File: src/rtl/apb_ucpd_tx_sched_pkg.sv
// Shared definitions for the UCPD transmit scheduler: state encoding, counter width,
// ordered-set bit counts, and helpers that tell which request a state currently owns.
package apb_ucpd_tx_sched_pkg;

  localparam int SCHED_CNT_W = 5;

  // Encoded (4b5b) bit lengths of the preamble, SOP ordered set and CRC field
  localparam int PRE_BIT_CNT = 64;
  localparam int SOP_BIT_CNT = 20;
  localparam int CRC_BIT_CNT = 40;

  typedef enum logic [2:0] {
    SCHED_IDLE = 3'd0,
    SCHED_WIN  = 3'd1,
    SCHED_MSG  = 3'd2,
    SCHED_HRST = 3'd3,
    SCHED_GAP  = 3'd4
  } sched_state_e;

  function automatic logic msg_owned(sched_state_e st, logic hrst_pend);
    return ((st == SCHED_WIN) && !hrst_pend) || (st == SCHED_MSG);
  endfunction

  function automatic logic hrst_owned(sched_state_e st, logic hrst_pend);
    return hrst_pend || (st == SCHED_HRST);
  endfunction

endpackage

File: src/rtl/apb_ucpd_tx_sched_if.sv
// Handshake between the transmit scheduler (master) and the PD main TX state machine (slave).
interface apb_ucpd_tx_sched_if;

  logic transmit_en;
  logic tx_hrst;
  logic transwin_en;
  logic ifrgap_en;
  logic tx_busy;
  logic tx_eop_cmplt;
  logic tx_sop_rst_cmplt;

  modport master (
    output transmit_en, tx_hrst, transwin_en, ifrgap_en,
    input  tx_busy, tx_eop_cmplt, tx_sop_rst_cmplt
  );

  modport slave (
    input  transmit_en, tx_hrst, transwin_en, ifrgap_en,
    output tx_busy, tx_eop_cmplt, tx_sop_rst_cmplt
  );

endinterface

File: src/rtl/apb_ucpd_tick_cnt.sv
// Tick-gated saturating counter; done flags the tick on which the count reaches max(limit,1).
module apb_ucpd_tick_cnt
  import apb_ucpd_tx_sched_pkg::*;
#(
  parameter int CNT_W = SCHED_CNT_W
) (
  input  logic             ic_clk,
  input  logic             ic_rst_n,
  input  logic             clr,
  input  logic             tick,
  input  logic             hold,
  input  logic [CNT_W-1:0] limit,
  output logic             done
);

  logic [CNT_W-1:0] cnt_r;
  logic [CNT_W-1:0] lim_s;
  logic             en_s;

  // A zero limit behaves as a single tick
  always_comb begin
    lim_s = limit;
    if (limit == {CNT_W{1'b0}}) begin
      lim_s = {{(CNT_W-1){1'b0}}, 1'b1};
    end else begin
      lim_s = limit;
    end
  end

  assign en_s = tick & ~hold & ~clr;
  assign done = en_s & (({1'b0, cnt_r} + {{CNT_W{1'b0}}, 1'b1}) >= {1'b0, lim_s});

  // Count register: clear wins, then saturating increment
  always_ff @(posedge ic_clk or negedge ic_rst_n) begin
    if (!ic_rst_n) begin
      cnt_r <= {CNT_W{1'b0}};
    end else if (clr) begin
      cnt_r <= {CNT_W{1'b0}};
    end else if (en_s && (cnt_r != {CNT_W{1'b1}})) begin
      cnt_r <= cnt_r + {{(CNT_W-1){1'b0}}, 1'b1};
    end else begin
      cnt_r <= cnt_r;
    end
  end

endmodule

File: src/rtl/apb_ucpd_tx_sched.sv
// UCPD transmit scheduler: arbitrates TXSEND/TXHRST, enforces the bus-idle window and
// interframe gap, and reports status pulses. Optional retry on rx activity: UCPD_TX_RETRY_EN.
module apb_ucpd_tx_sched
  import apb_ucpd_tx_sched_pkg::*;
#(
  parameter int CNT_W     = SCHED_CNT_W,
  parameter int MAX_RETRY = 3
) (
  input  logic                 ic_clk,
  input  logic                 ic_rst_n,
  input  logic                 ucpden,
  input  logic                 ucpd_tick,
  input  logic                 txsend_req,
  input  logic                 txhrst_req,
  input  logic [CNT_W-1:0]     transwin,
  input  logic [CNT_W-1:0]     ifrgap,
  input  logic                 rx_busy,
  apb_ucpd_tx_sched_if.master  tx,
  output logic                 tx_msg_sent,
  output logic                 tx_msg_disc,
  output logic                 tx_msg_abt,
  output logic                 hrst_sent,
  output logic                 hrst_disc,
  output logic                 sched_busy
);

  sched_state_e state_r;
  logic hrst_pend_r;
  logic transmit_en_r, tx_hrst_r, transwin_en_r, ifrgap_en_r;
  logic tx_msg_sent_r, tx_msg_disc_r, tx_msg_abt_r, hrst_sent_r, hrst_disc_r;
  logic win_done_s, gap_done_s, win_clr_s, win_restart_s, tx_cmplt_s;

`ifdef UCPD_TX_RETRY_EN
  localparam logic [1:0] RETRY_LIM = 2'(MAX_RETRY);
  logic [1:0] retry_cnt_r;
  logic       rx_busy_d_r;

  // Previous rx_busy, so one receive burst costs exactly one retry
  always_ff @(posedge ic_clk or negedge ic_rst_n) begin
    if (!ic_rst_n) begin
      rx_busy_d_r <= 1'b0;
    end else begin
      rx_busy_d_r <= rx_busy;
    end
  end
`else
  localparam int unused_max_retry = MAX_RETRY;
`endif

  assign tx_cmplt_s    = tx.tx_eop_cmplt | tx.tx_sop_rst_cmplt;
  assign win_restart_s = (state_r == SCHED_WIN) & ~hrst_pend_r & txhrst_req & ucpden;
  assign win_clr_s     = (state_r != SCHED_WIN) | rx_busy | win_restart_s;

  apb_ucpd_tick_cnt #(.CNT_W(CNT_W)) u_win_cnt (
    .ic_clk   (ic_clk),
    .ic_rst_n (ic_rst_n),
    .clr      (win_clr_s),
    .tick     (ucpd_tick),
    .hold     (tx.tx_busy),
    .limit    (transwin),
    .done     (win_done_s)
  );

  apb_ucpd_tick_cnt #(.CNT_W(CNT_W)) u_gap_cnt (
    .ic_clk   (ic_clk),
    .ic_rst_n (ic_rst_n),
    .clr      (state_r != SCHED_GAP),
    .tick     (ucpd_tick),
    .hold     (1'b0),
    .limit    (ifrgap),
    .done     (gap_done_s)
  );

  // Scheduler FSM with registered level and pulse outputs
  always_ff @(posedge ic_clk or negedge ic_rst_n) begin
    if (!ic_rst_n) begin
      state_r       <= SCHED_IDLE;
      hrst_pend_r   <= 1'b0;
      transmit_en_r <= 1'b0;
      tx_hrst_r     <= 1'b0;
      transwin_en_r <= 1'b0;
      ifrgap_en_r   <= 1'b0;
      tx_msg_sent_r <= 1'b0;
      tx_msg_disc_r <= 1'b0;
      tx_msg_abt_r  <= 1'b0;
      hrst_sent_r   <= 1'b0;
      hrst_disc_r   <= 1'b0;
`ifdef UCPD_TX_RETRY_EN
      retry_cnt_r   <= 2'd0;
`endif
    end else begin
      ifrgap_en_r   <= 1'b0;
      tx_msg_sent_r <= 1'b0;
      tx_msg_disc_r <= 1'b0;
      tx_msg_abt_r  <= 1'b0;
      hrst_sent_r   <= 1'b0;
      hrst_disc_r   <= 1'b0;
      if (!ucpden) begin
        state_r       <= SCHED_IDLE;
        hrst_pend_r   <= 1'b0;
        transmit_en_r <= 1'b0;
        tx_hrst_r     <= 1'b0;
        transwin_en_r <= 1'b0;
        tx_msg_disc_r <= txsend_req | msg_owned(state_r, hrst_pend_r);
        hrst_disc_r   <= txhrst_req | hrst_owned(state_r, hrst_pend_r);
      end else begin
        case (state_r)
          SCHED_IDLE: begin
`ifdef UCPD_TX_RETRY_EN
            retry_cnt_r <= 2'd0;
`endif
            if (txhrst_req || hrst_pend_r) begin
              state_r       <= SCHED_WIN;
              hrst_pend_r   <= 1'b1;
              tx_msg_disc_r <= txsend_req;
            end else if (txsend_req) begin
              state_r     <= SCHED_WIN;
              hrst_pend_r <= 1'b0;
            end else begin
              state_r <= SCHED_IDLE;
            end
          end
          SCHED_WIN: begin
            if (hrst_pend_r) begin
              // A pending hard reset only waits out bus activity
              if (win_done_s) begin
                state_r       <= SCHED_HRST;
                hrst_pend_r   <= 1'b0;
                tx_hrst_r     <= 1'b1;
                transwin_en_r <= 1'b1;
              end
            end else begin
              tx_msg_disc_r <= txsend_req;
              if (txhrst_req) begin
                tx_msg_disc_r <= 1'b1;
                hrst_pend_r   <= 1'b1;
              end
`ifdef UCPD_TX_RETRY_EN
              else if (rx_busy && !rx_busy_d_r) begin
                if (retry_cnt_r >= RETRY_LIM) begin
                  tx_msg_disc_r <= 1'b1;
                  state_r       <= SCHED_IDLE;
                end else begin
                  retry_cnt_r <= retry_cnt_r + 2'd1;
                end
              end
`else
              else if (rx_busy) begin
                tx_msg_disc_r <= 1'b1;
                state_r       <= SCHED_IDLE;
              end
`endif
              else if (win_done_s) begin
                state_r       <= SCHED_MSG;
                transmit_en_r <= 1'b1;
                transwin_en_r <= 1'b1;
              end
            end
          end
          SCHED_MSG: begin
            tx_msg_disc_r <= txsend_req;
            if (tx.tx_busy) begin
              transwin_en_r <= 1'b0;
            end
            if (txhrst_req) begin
              tx_msg_abt_r  <= 1'b1;
              transmit_en_r <= 1'b0;
              tx_hrst_r     <= 1'b1;
              transwin_en_r <= transwin_en_r & ~tx.tx_busy;
              state_r       <= SCHED_HRST;
            end else if (tx_cmplt_s) begin
              tx_msg_sent_r <= 1'b1;
              transmit_en_r <= 1'b0;
              transwin_en_r <= 1'b0;
              state_r       <= SCHED_GAP;
            end
          end
          SCHED_HRST: begin
            tx_msg_disc_r <= txsend_req;
            if (tx.tx_busy) begin
              transwin_en_r <= 1'b0;
            end
            if (tx_cmplt_s) begin
              hrst_sent_r   <= 1'b1;
              tx_hrst_r     <= 1'b0;
              transwin_en_r <= 1'b0;
              state_r       <= SCHED_GAP;
            end
          end
          SCHED_GAP: begin
            tx_msg_disc_r <= txsend_req;
            if (txhrst_req) begin
              hrst_pend_r <= 1'b1;
            end
            if (gap_done_s) begin
              ifrgap_en_r <= 1'b1;
              state_r     <= SCHED_IDLE;
            end
          end
          default: begin
            state_r       <= SCHED_IDLE;
            hrst_pend_r   <= 1'b0;
            transmit_en_r <= 1'b0;
            tx_hrst_r     <= 1'b0;
            transwin_en_r <= 1'b0;
          end
        endcase
      end
    end
  end

  assign tx.transmit_en = transmit_en_r;
  assign tx.tx_hrst     = tx_hrst_r;
  assign tx.transwin_en = transwin_en_r;
  assign tx.ifrgap_en   = ifrgap_en_r;
  assign tx_msg_sent    = tx_msg_sent_r;
  assign tx_msg_disc    = tx_msg_disc_r;
  assign tx_msg_abt     = tx_msg_abt_r;
  assign hrst_sent      = hrst_sent_r;
  assign hrst_disc      = hrst_disc_r;
  assign sched_busy     = (state_r != SCHED_IDLE);

endmodule

File: src/flat_wrapper.sv
// flat-port wrapper written by rule: the top's interface ports become plain ports
module apb_ucpd_tx_sched_flat import apb_ucpd_tx_sched_pkg::*;
#(
  parameter int CNT_W     = SCHED_CNT_W,
  parameter int MAX_RETRY = 3
)
  (ic_clk, ic_rst_n, ucpden, ucpd_tick, txsend_req, txhrst_req, transwin, ifrgap, rx_busy, tx_msg_sent, tx_msg_disc, tx_msg_abt, hrst_sent, hrst_disc, sched_busy, tx_transmit_en, tx_tx_hrst, tx_transwin_en, tx_ifrgap_en, tx_tx_busy, tx_tx_eop_cmplt, tx_tx_sop_rst_cmplt);
  apb_ucpd_tx_sched_if tx_i ();
  input  logic ic_clk;
  input  logic ic_rst_n;
  input  logic ucpden;
  input  logic ucpd_tick;
  input  logic txsend_req;
  input  logic txhrst_req;
  input  logic [CNT_W-1:0] transwin;
  input  logic [CNT_W-1:0] ifrgap;
  input  logic rx_busy;
  output logic tx_msg_sent;
  output logic tx_msg_disc;
  output logic tx_msg_abt;
  output logic hrst_sent;
  output logic hrst_disc;
  output logic sched_busy;
  output wire logic [$bits(tx_i.transmit_en)-1:0] tx_transmit_en;
  output wire logic [$bits(tx_i.tx_hrst)-1:0] tx_tx_hrst;
  output wire logic [$bits(tx_i.transwin_en)-1:0] tx_transwin_en;
  output wire logic [$bits(tx_i.ifrgap_en)-1:0] tx_ifrgap_en;
  input wire logic [$bits(tx_i.tx_busy)-1:0] tx_tx_busy;
  input wire logic [$bits(tx_i.tx_eop_cmplt)-1:0] tx_tx_eop_cmplt;
  input wire logic [$bits(tx_i.tx_sop_rst_cmplt)-1:0] tx_tx_sop_rst_cmplt;
  assign tx_transmit_en = tx_i.transmit_en;
  assign tx_tx_hrst = tx_i.tx_hrst;
  assign tx_transwin_en = tx_i.transwin_en;
  assign tx_ifrgap_en = tx_i.ifrgap_en;
  assign tx_i.tx_busy = tx_tx_busy;
  assign tx_i.tx_eop_cmplt = tx_tx_eop_cmplt;
  assign tx_i.tx_sop_rst_cmplt = tx_tx_sop_rst_cmplt;
  apb_ucpd_tx_sched #(.CNT_W(CNT_W), .MAX_RETRY(MAX_RETRY)) u_core (.ic_clk(ic_clk), .ic_rst_n(ic_rst_n), .ucpden(ucpden), .ucpd_tick(ucpd_tick), .txsend_req(txsend_req), .txhrst_req(txhrst_req), .transwin(transwin), .ifrgap(ifrgap), .rx_busy(rx_busy), .tx(tx_i), .tx_msg_sent(tx_msg_sent), .tx_msg_disc(tx_msg_disc), .tx_msg_abt(tx_msg_abt), .hrst_sent(hrst_sent), .hrst_disc(hrst_disc), .sched_busy(sched_busy));
endmodule
File: config.mk
export PLATFORM = sky130hd
export DESIGN_NAME = apb_ucpd_tx_sched_flat
export DESIGN_NICKNAME = d
export VERILOG_FILES = /design/src/rtl/apb_ucpd_tx_sched_pkg.sv /design/src/rtl/apb_ucpd_tx_sched_if.sv /design/src/rtl/apb_ucpd_tick_cnt.sv /design/src/rtl/apb_ucpd_tx_sched.sv /design/src/flat_wrapper.sv
export SDC_FILE = /design/constraint.sdc
export NUM_CORES = 1
export LEC_CHECK = 0
export BUFFER_PORTS_ARGS = -buffer_cell sky130_fd_sc_hd__buf_2
export CORE_MARGIN = 1.5
export CORE_UTILIZATION = 45
export CTS_CLUSTER_SIZE = 30
export DETAILED_ROUTE_END_ITERATION = 10
export PLACE_DENSITY = 0.65
export SLEW_MARGIN = 30
export SYNTH_ARGS = -nofsm -noshare
export SYNTH_HDL_FRONTEND = slang
export SYNTH_SLANG_ARGS = --single-unit
File: constraint.sdc
create_clock -name ic_clk -period 4.2 [get_ports ic_clk]
set_clock_uncertainty 0.05 [all_clocks]
set_input_delay 0.63 -clock ic_clk [delete_from_list [all_inputs] [get_ports ic_clk]]
set_output_delay 0.63 -clock ic_clk [all_outputs]
set_load 0.02 [all_outputs]
==> parameters.txt, run 1 <==
Parameter                              Value

Status
  Result of the run    finished, final reports clean

Placement
  HPWL after detailed placement    2680 µm
  Final weighted congestion in routability-driven placement    0.867
  Port-buffer cells    29

Detailed routing
  Number of design rule violations left after detail routing    0
  DRT antenna net count    0
  First DRT Iteration DRCs    64
  Number of detailed-route iterations in the first pass    4
  Routed wire length per instance    13.8 µm
  Total wirelength of the detailed-routed design    3470 µm
  Vias per inst    5.55
  Routed vias    1398

STA
  Final Critical Period    2550 ps
  Max Fclk    0.391 GHz
  Final sum of negative setup slack    0 ps
  Period Utilization, post-route    60.8%
  Setup repair after global routing missed its margin    false
  Final setup fails    0
  Final hold slack    282 ps
  Transition time of the tightest slew-check pin    607 ps
  Normalized max-slew margin    59.5%
  Count of final hold-check violations    0
  Final Max Tran Viols    0

Worst setup path
  Worst reg2reg endpoint    u_core.tx.transwin_en$_DFFE_PN0P_
  Cell class contributing the biggest share of worst-path delay    adder cells
  Data required time of the worst path    4310 ps
  Reg-to-Reg Start    u_core.u_win_cnt.cnt_r[0]$_DFFE_PN0P_
  Reg-to-reg setup timing slack    1650 ps
  Critical-path top delay cell    sky130_fd_sc_hd__dfrtp_1
  CP endpoint kind    flop
  Crit path largest cell delay    440 ps
  Cells on worst reg2reg path    8
  Critical path start-end classification    reg -> reg
  Crit path DAT    2660 ps
  Most used cell, CP    sky130_fd_sc_hd__ha_1
  Ordered cell list for the critical path    ha_1 > and3_1 > ha_1 > ha_1 > o21ai_0 > o221ai_1 > nand3b_4 > a2111oi_2
  CP Max Fanout    6
  Buf/Inv on CP    0
  Startpoint type of the worst setup path    flop

Yosys
  Top cells by area in the synthesized netlist    sky130_fd_sc_hd__dfrtp_1, sky130_fd_sc_hd__ha_1, sky130_fd_sc_hd__nor2_1, sky130_fd_sc_hd__mux2i_1, sky130_fd_sc_hd__inv_1
  Synthesized area    1660 µm²
  Fraction of synthesized cell area taken by the top area cell type    34.6%
  Total number of yosys warnings    0
  Register bit total from synthesis    23
  Number of distinct standard cells referenced by the synthesized netlist    52
  Cell accounting for the most synthesized area    sky130_fd_sc_hd__dfrtp_1
  Syn avg cell area    9.14 µm²
  Post-Synthesis Cells    182
  Number of nets produced by synthesis    216
  Share of synthesized area occupied by flip-flops and latches    34.6%
  Top FF cell, synth    sky130_fd_sc_hd__dfrtp_1
  Share of async-settable or async-resettable flops after synthesis    100%
  Number of enable flip-flop cells after synthesis    0

Global routing
  Via count of the first global-routing pass    1371
  Total Routing Usage GR    18.2%
  Number of antenna violations at the first check in global routing    0
  Global route overflow    0
  Largest net degree at the start of global routing    24
  Grt peak-use layer    met2
  Met3 demand-to-capacity share in global routing    2.46%
  Met2 demand-to-capacity share in global routing    32.6%
  Wire length of the first global-routing pass    5960 µm
  Met1 Use GR    22.2%

Cells and area
  Number of nets at the end of the flow    241
  Fraction of layout instances using a drive strength above 1    20.4%
  Commonest cells after routing, fill and taps aside    sky130_fd_sc_hd__buf_2, sky130_fd_sc_hd__dfrtp_1, sky130_fd_sc_hd__nor2_1
  Fill count    346
  Number of antenna diodes    0
  Finished Core Util    53.9%
  Area growth, synth to finish    11.4%
  Commonest non-fill, non-tap cell in the layout    sky130_fd_sc_hd__buf_2

CTS
  Clk root buf    sky130_fd_sc_hd__clkbuf_8
  Clock sink count    23
  CTS tree    built
  Clock Path Buffers    2
  Clock-pin transition on the worst setup and hold timing paths    80 ps
  PostCTS Resize Cnt    0
  Number of buffers inserted by hold repair at cts    0
  Post-CTS setup buffer count    0
  Level count of the clock H-tree    1
  Clock insertion delay at the later pin of the skew report    260 ps
  Total CTS buffers    3

Power
  Largest vdd supply drop    0.190 mV
  Cell area power density    317 nW/µm²
  Leakage    0.946 nW

Floorplanning
  Horizontal die dimension    63.8 µm
  Count of pins on the block boundary    30
  Height of the die    63.8 µm
  Starting density of the core    48.3%
  Full die area    4070 µm²
  Core box area    3440 µm²
  Core Rows    21

Job
  Total of max-cap violations    0

Hold path
  Worst hold path class    in -> async
-- synthesized netlist by cell type, types with 4 or more instances --
cell type                  number
sky130_fd_sc_hd__dfrtp_1       23
sky130_fd_sc_hd__nor2_1        21
sky130_fd_sc_hd__ha_1          14
sky130_fd_sc_hd__inv_1         14
sky130_fd_sc_hd__a21oi_1       10
sky130_fd_sc_hd__nand2_1        9
sky130_fd_sc_hd__mux2i_1        6
sky130_fd_sc_hd__xor2_1         6
sky130_fd_sc_hd__o21ai_0        5
sky130_fd_sc_hd__buf_2          4
sky130_fd_sc_hd__nand2b_1       4
-- area by class of cell --
type	count	area (µm²)	area share, %
clock buffer	4	45.0	2.43
inverter	17	63.8	3.44
multi-input combinational	133	967	52.2
sequential	23	576	31.0
tap	46	57.6	3.10
timing repair buffer	29	145	7.83
-- per-layer routing --
layer | vias up | wire [µm]
met5 | - | 0
met4 | 0 | 40
met3 | 4 | 115
met2 | 32 | 1710
met1 | 664 | 1610
li1 | 698 | -
-- logic make-up (layout without fill, tap and decap cells) --
kind of cell | count (synthesis) | after routing | synth area share (%)
adder cells (fa/ha/maj) | 14 | 14 | 10.5
flip-flops | 23 | 23 | 34.6
XOR/XNOR | 9 | 9 | 4.74
multiplexers | 7 | 7 | 4.29
AO/OA/AOI/OAI | 44 | 44 | 19.4
buffers and inverters | 26 | 50 | 7.29
AND/OR/NAND/NOR | 59 | 59 | 19.2
-- through the flow --
stage / cell area (µm²) / cells / setup WS, ps / total power [mW]
3_3_place_gp: 1810 / 248 / 1700 / 0.452
6_report: 1850 / 252 / 1650 / 0.588
4_1_cts: 1850 / 252 / 1630 / 0.592
3_5_place_dp: 1810 / 248 / 1650 / 0.458
2_1_floorplan: 1660 / 182 / 1810 / 0.418
5_1_grt: 1850 / 252 / 1530 / 0.629
-- flip-flops by register name (all words and copies together) (netlist names) --
| register | count |
|---|---|
| u_core.u_gap_cnt.cnt_r | 5 |
| u_core.u_win_cnt.cnt_r | 5 |
| u_core.state_r | 3 |
| u_core.hrst_disc | 1 |
| u_core.hrst_pend_r | 1 |
| u_core.hrst_sent | 1 |
| u_core.tx.ifrgap_en | 1 |
| u_core.tx.transmit_en | 1 |
| u_core.tx.transwin_en | 1 |
| u_core.tx.tx_hrst | 1 |
| u_core.tx_msg_abt | 1 |
| u_core.tx_msg_disc | 1 |
| u_core.tx_msg_sent | 1 |
-- worst reg2reg max path, stage by stage, from the launching register on --
cell	delay [ps]
sky130_fd_sc_hd__dfrtp_1	440
sky130_fd_sc_hd__ha_1	260
sky130_fd_sc_hd__and3_1	200
sky130_fd_sc_hd__ha_1	310
sky130_fd_sc_hd__ha_1	290
sky130_fd_sc_hd__o21ai_0	70
sky130_fd_sc_hd__o221ai_1	290
sky130_fd_sc_hd__nand3b_4	180
sky130_fd_sc_hd__a2111oi_2	370
-- how the worst max path moves through the flow --
stage | start | to | cells after the start
after global routing | u_core.u_win_cnt.cnt_r[0]$_DFFE_PN0P_ | u_core.tx.transwin_en$_DFFE_PN0P_ | 8
after detailed placement | u_core.u_win_cnt.cnt_r[0]$_DFFE_PN0P_ | u_core.tx.transwin_en$_DFFE_PN0P_ | 8
after floorplan | ifrgap[3] | u_core.state_r[2]$_DFFE_PN0P_ | 8
after global placement | u_core.u_win_cnt.cnt_r[0]$_DFFE_PN0P_ | u_core.tx.transwin_en$_DFFE_PN0P_ | 8
final | u_core.u_win_cnt.cnt_r[0]$_DFFE_PN0P_ | u_core.tx.transwin_en$_DFFE_PN0P_ | 8
after CTS | u_core.u_win_cnt.cnt_r[0]$_DFFE_PN0P_ | u_core.tx.transwin_en$_DFFE_PN0P_ | 8
-- where the power goes --
group          internal, mW  switching, mW
combinational        0.0787         0.0996
clock                0.0676         0.0658
sequential            0.237         0.0396
Power figures use the tool's default switching activity.
==> run 2: changes to the inputs <==
--- a/config.mk
+++ b/config.mk
@@ -10,7 +10,7 @@
 export CORE_UTILIZATION = 45
 export CTS_CLUSTER_SIZE = 30
 export DETAILED_ROUTE_END_ITERATION = 10
-export PLACE_DENSITY = 0.65
+export PLACE_DENSITY = 0.67
 export SLEW_MARGIN = 30
 export SYNTH_ARGS = -nofsm -noshare
 export SYNTH_HDL_FRONTEND = slang
==> constraint.sdc (replaced) <==
create_clock -name ic_clk -period 2.2 [get_ports ic_clk]
set_clock_uncertainty 0.05 [all_clocks]
set_input_delay 0.33 -clock ic_clk [delete_from_list [all_inputs] [get_ports ic_clk]]
set_output_delay 0.33 -clock ic_clk [all_outputs]
set_load 0.02 [all_outputs]
==> parameters.txt, run 2 (synthesis results as in run 1) <==
Parameter                              Value

STA
  Final Critical Period    2150 ps
  Setup repair after global routing missed its margin    true
  Post-route worst setup slack    53.2 ps
  Max Fclk    0.466 GHz
  Final Max Tran Viols    0
  Count of final hold-check violations    0
  Period Utilization, post-route    97.6%
  Final sum of negative setup slack    0 ps
  Normalized max-slew margin    64.6%
  Final setup fails    0
  Transition time of the tightest slew-check pin    532 ps

Detailed routing
  First DRT Iteration DRCs    68
  Number of detailed-route iterations in the first pass    4
  Routed wire length per instance    14.5 µm
  Number of design rule violations left after detail routing    0
  Vias per inst    5.52
  Routed vias    1463
  DRT antenna net count    0
  Total wirelength of the detailed-routed design    3850 µm

Cells and area
  Number of antenna diodes    0
  Number of standard cells in the final layout excluding fillers    265
  Registers with the most flip-flops    u_core.u_gap_cnt.cnt_r: 5 flops, u_core.u_win_cnt.cnt_r: 5 flops, u_core.state_r: 3 flops
  Number of nets at the end of the flow    254
  Commonest non-fill, non-tap cell in the layout    sky130_fd_sc_hd__buf_2
  Fraction of layout instances using a drive strength above 1    28.8%
  Area growth, synth to finish    21.7%
  Commonest cells after routing, fill and taps aside    sky130_fd_sc_hd__buf_2, sky130_fd_sc_hd__dfrtp_1, sky130_fd_sc_hd__nor2_1

Power
  Power share of the sequential group    40.2%
  Cell area power density    582 nW/µm²
  Leakage    1.01 nW
  Combinational cell fraction of total power    37.4%
  Largest vdd supply drop    0.486 mV
  Switching Fraction    35.2%
  Power dissipated by switching net loads    415 µW
  Internal power    763 µW
  Power share of the clock group    22.4%

Placement
  Number of cells after detailed placement    258
  Final weighted congestion in routability-driven placement    0.857
  Port-buffer cells    29
  HPWL after detailed placement    2950 µm
  Worst slack at placement    -131 ps

Worst setup path
  CP Max Fanout    3
  Data required time of the worst path    2360 ps
  Most used cell, CP    sky130_fd_sc_hd__ha_1
  Cells on worst reg2reg path    7
  Worst reg2reg endpoint    u_core.state_r[2]$_DFFE_PN0P_
  Reg-to-reg setup timing slack    50 ps
  Crit path DAT    2310 ps
  CP endpoint kind    flop
  Critical path start-end classification    reg -> reg
  Critical-path top delay cell    sky130_fd_sc_hd__dfrtp_2
  Cell class contributing the biggest share of worst-path delay    compound AO/OA/AOI/OAI gates
  Crit path largest cell delay    420 ps
  Reg-to-Reg Start    u_core.u_gap_cnt.cnt_r[0]$_DFFE_PN0P_
  Buf/Inv on CP    0
  Startpoint type of the worst setup path    flop
  Ordered cell list for the critical path    ha_1 > xor2_1 > ha_1 > a2111o_1 > a311o_1 > a21oi_2 > o21a_1

CTS
  Clock Path Buffers    2
  Clock-pin transition on the worst setup and hold timing paths    80 ps
  Clock insertion delay at the later pin of the skew report    260 ps
  Level count of the clock H-tree    1
  Clock sink count    23
  CTS tree    built
  Clk root buf    sky130_fd_sc_hd__clkbuf_8
  Total CTS buffers    3

Floorplanning
  Full die area    4070 µm²
  Horizontal die dimension    63.8 µm
  Core box area    3440 µm²
  Core Rows    21
  Count of pins on the block boundary    30
  Starting density of the core    48.3%
  Height of the die    63.8 µm

Global routing
  Via count of the first global-routing pass    1493
  Global route overflow    0
  Total Routing Usage GR    20.8%
  Wire length of the first global-routing pass    6790 µm
  Largest net degree at the start of global routing    24
  Number of antenna violations at the first check in global routing    0

Job
  Total of max-cap violations    0

Status
  Result of the run    finished, final reports clean

Hold path
  Worst hold path class    in -> reg
  Hold path startpoint    ucpd_tick
  Capture endpoint of the worst hold path    u_core.tx.ifrgap_en$_DFF_PN0_
  Worst hold path cell count    3
## run 2: how the worst max path moves through the flow
| stage | from | to | slack [ps] | cells after the start |
|---|---|---|---|---|
| after floorplan | u_core.u_win_cnt.cnt_r[0]$_DFFE_PN0P_ | u_core.tx.transwin_en$_DFFE_PN0P_ | 10 | 8 |
| after global routing | u_core.u_win_cnt.cnt_r[1]$_DFFE_PN0P_ | u_core.tx.transwin_en$_DFFE_PN0P_ | -50 | 9 |
| after CTS | u_core.u_win_cnt.cnt_r[1]$_DFFE_PN0P_ | u_core.tx.transwin_en$_DFFE_PN0P_ | -20 | 9 |
| after global placement | transwin[3] | u_core.tx.tx_hrst$_DFFE_PN0P_ | -30 | 9 |
| final | u_core.u_gap_cnt.cnt_r[0]$_DFFE_PN0P_ | u_core.state_r[2]$_DFFE_PN0P_ | 50 | 7 |
| after detailed placement | u_core.u_win_cnt.cnt_r[1]$_DFFE_PN0P_ | u_core.tx.transwin_en$_DFFE_PN0P_ | -130 | 8 |
## run 2: layer usage
layer | vias up | GRT usage, % | share of wire (%)
met4 | 0 | 4.89 | 0.88
met1 | 705 | 27.0 | 44
met5 | - | 0 | 0
met3 | 4 | 2.11 | 3.0
li1 | 723 | - | -
met2 | 31 | 37.0 | 52
## run 2: timing repair
item                                    4_1_cts  5_1_grt
gates cloned                                  0        0
gates resized for setup                       4        6
hold buffers                                  1        0
pin swaps                                     7        2
endpoints found under the hold margin         2        0
endpoints found under the setup margin        3        7
buffers inserted                              0        2
## run 2: stage by stage
stage	util (%)	hold slack (ps)	area, µm²	total power, mW
after floorplan	-	-15.6	1680	0.804
after global placement	55.2	288	1900	0.902
after detailed placement	55.2	290	1900	0.908
after CTS	57.5	283	1980	1.18
after global routing	58.9	295	2030	1.26
final	58.9	296	2030	1.18
## run 2: area by class of cell
cell class,instances,area (µm²)
timing repair buffer,42,249
inverter,17,63.8
multi-input combinational,133,1030
fill,310,1420
tap,46,57.6
clock buffer,4,45.0
sequential,23,577
## run 2: power by group through the flow
stage	Clock, mW	Combinational [mW]	Sequential [mW]
after global placement	0	0.421	0.481
after CTS	0.276	0.431	0.474
after detailed placement	0	0.426	0.482
final	0.264	0.441	0.473
after global routing	0.296	0.485	0.477
after floorplan	0	0.312	0.493
## run 2: tightest hold or removal path, delay by kind of cell
family                 cells  cell delay [ps]
buffers and inverters      1              140
and+or+nand+nor            2              110
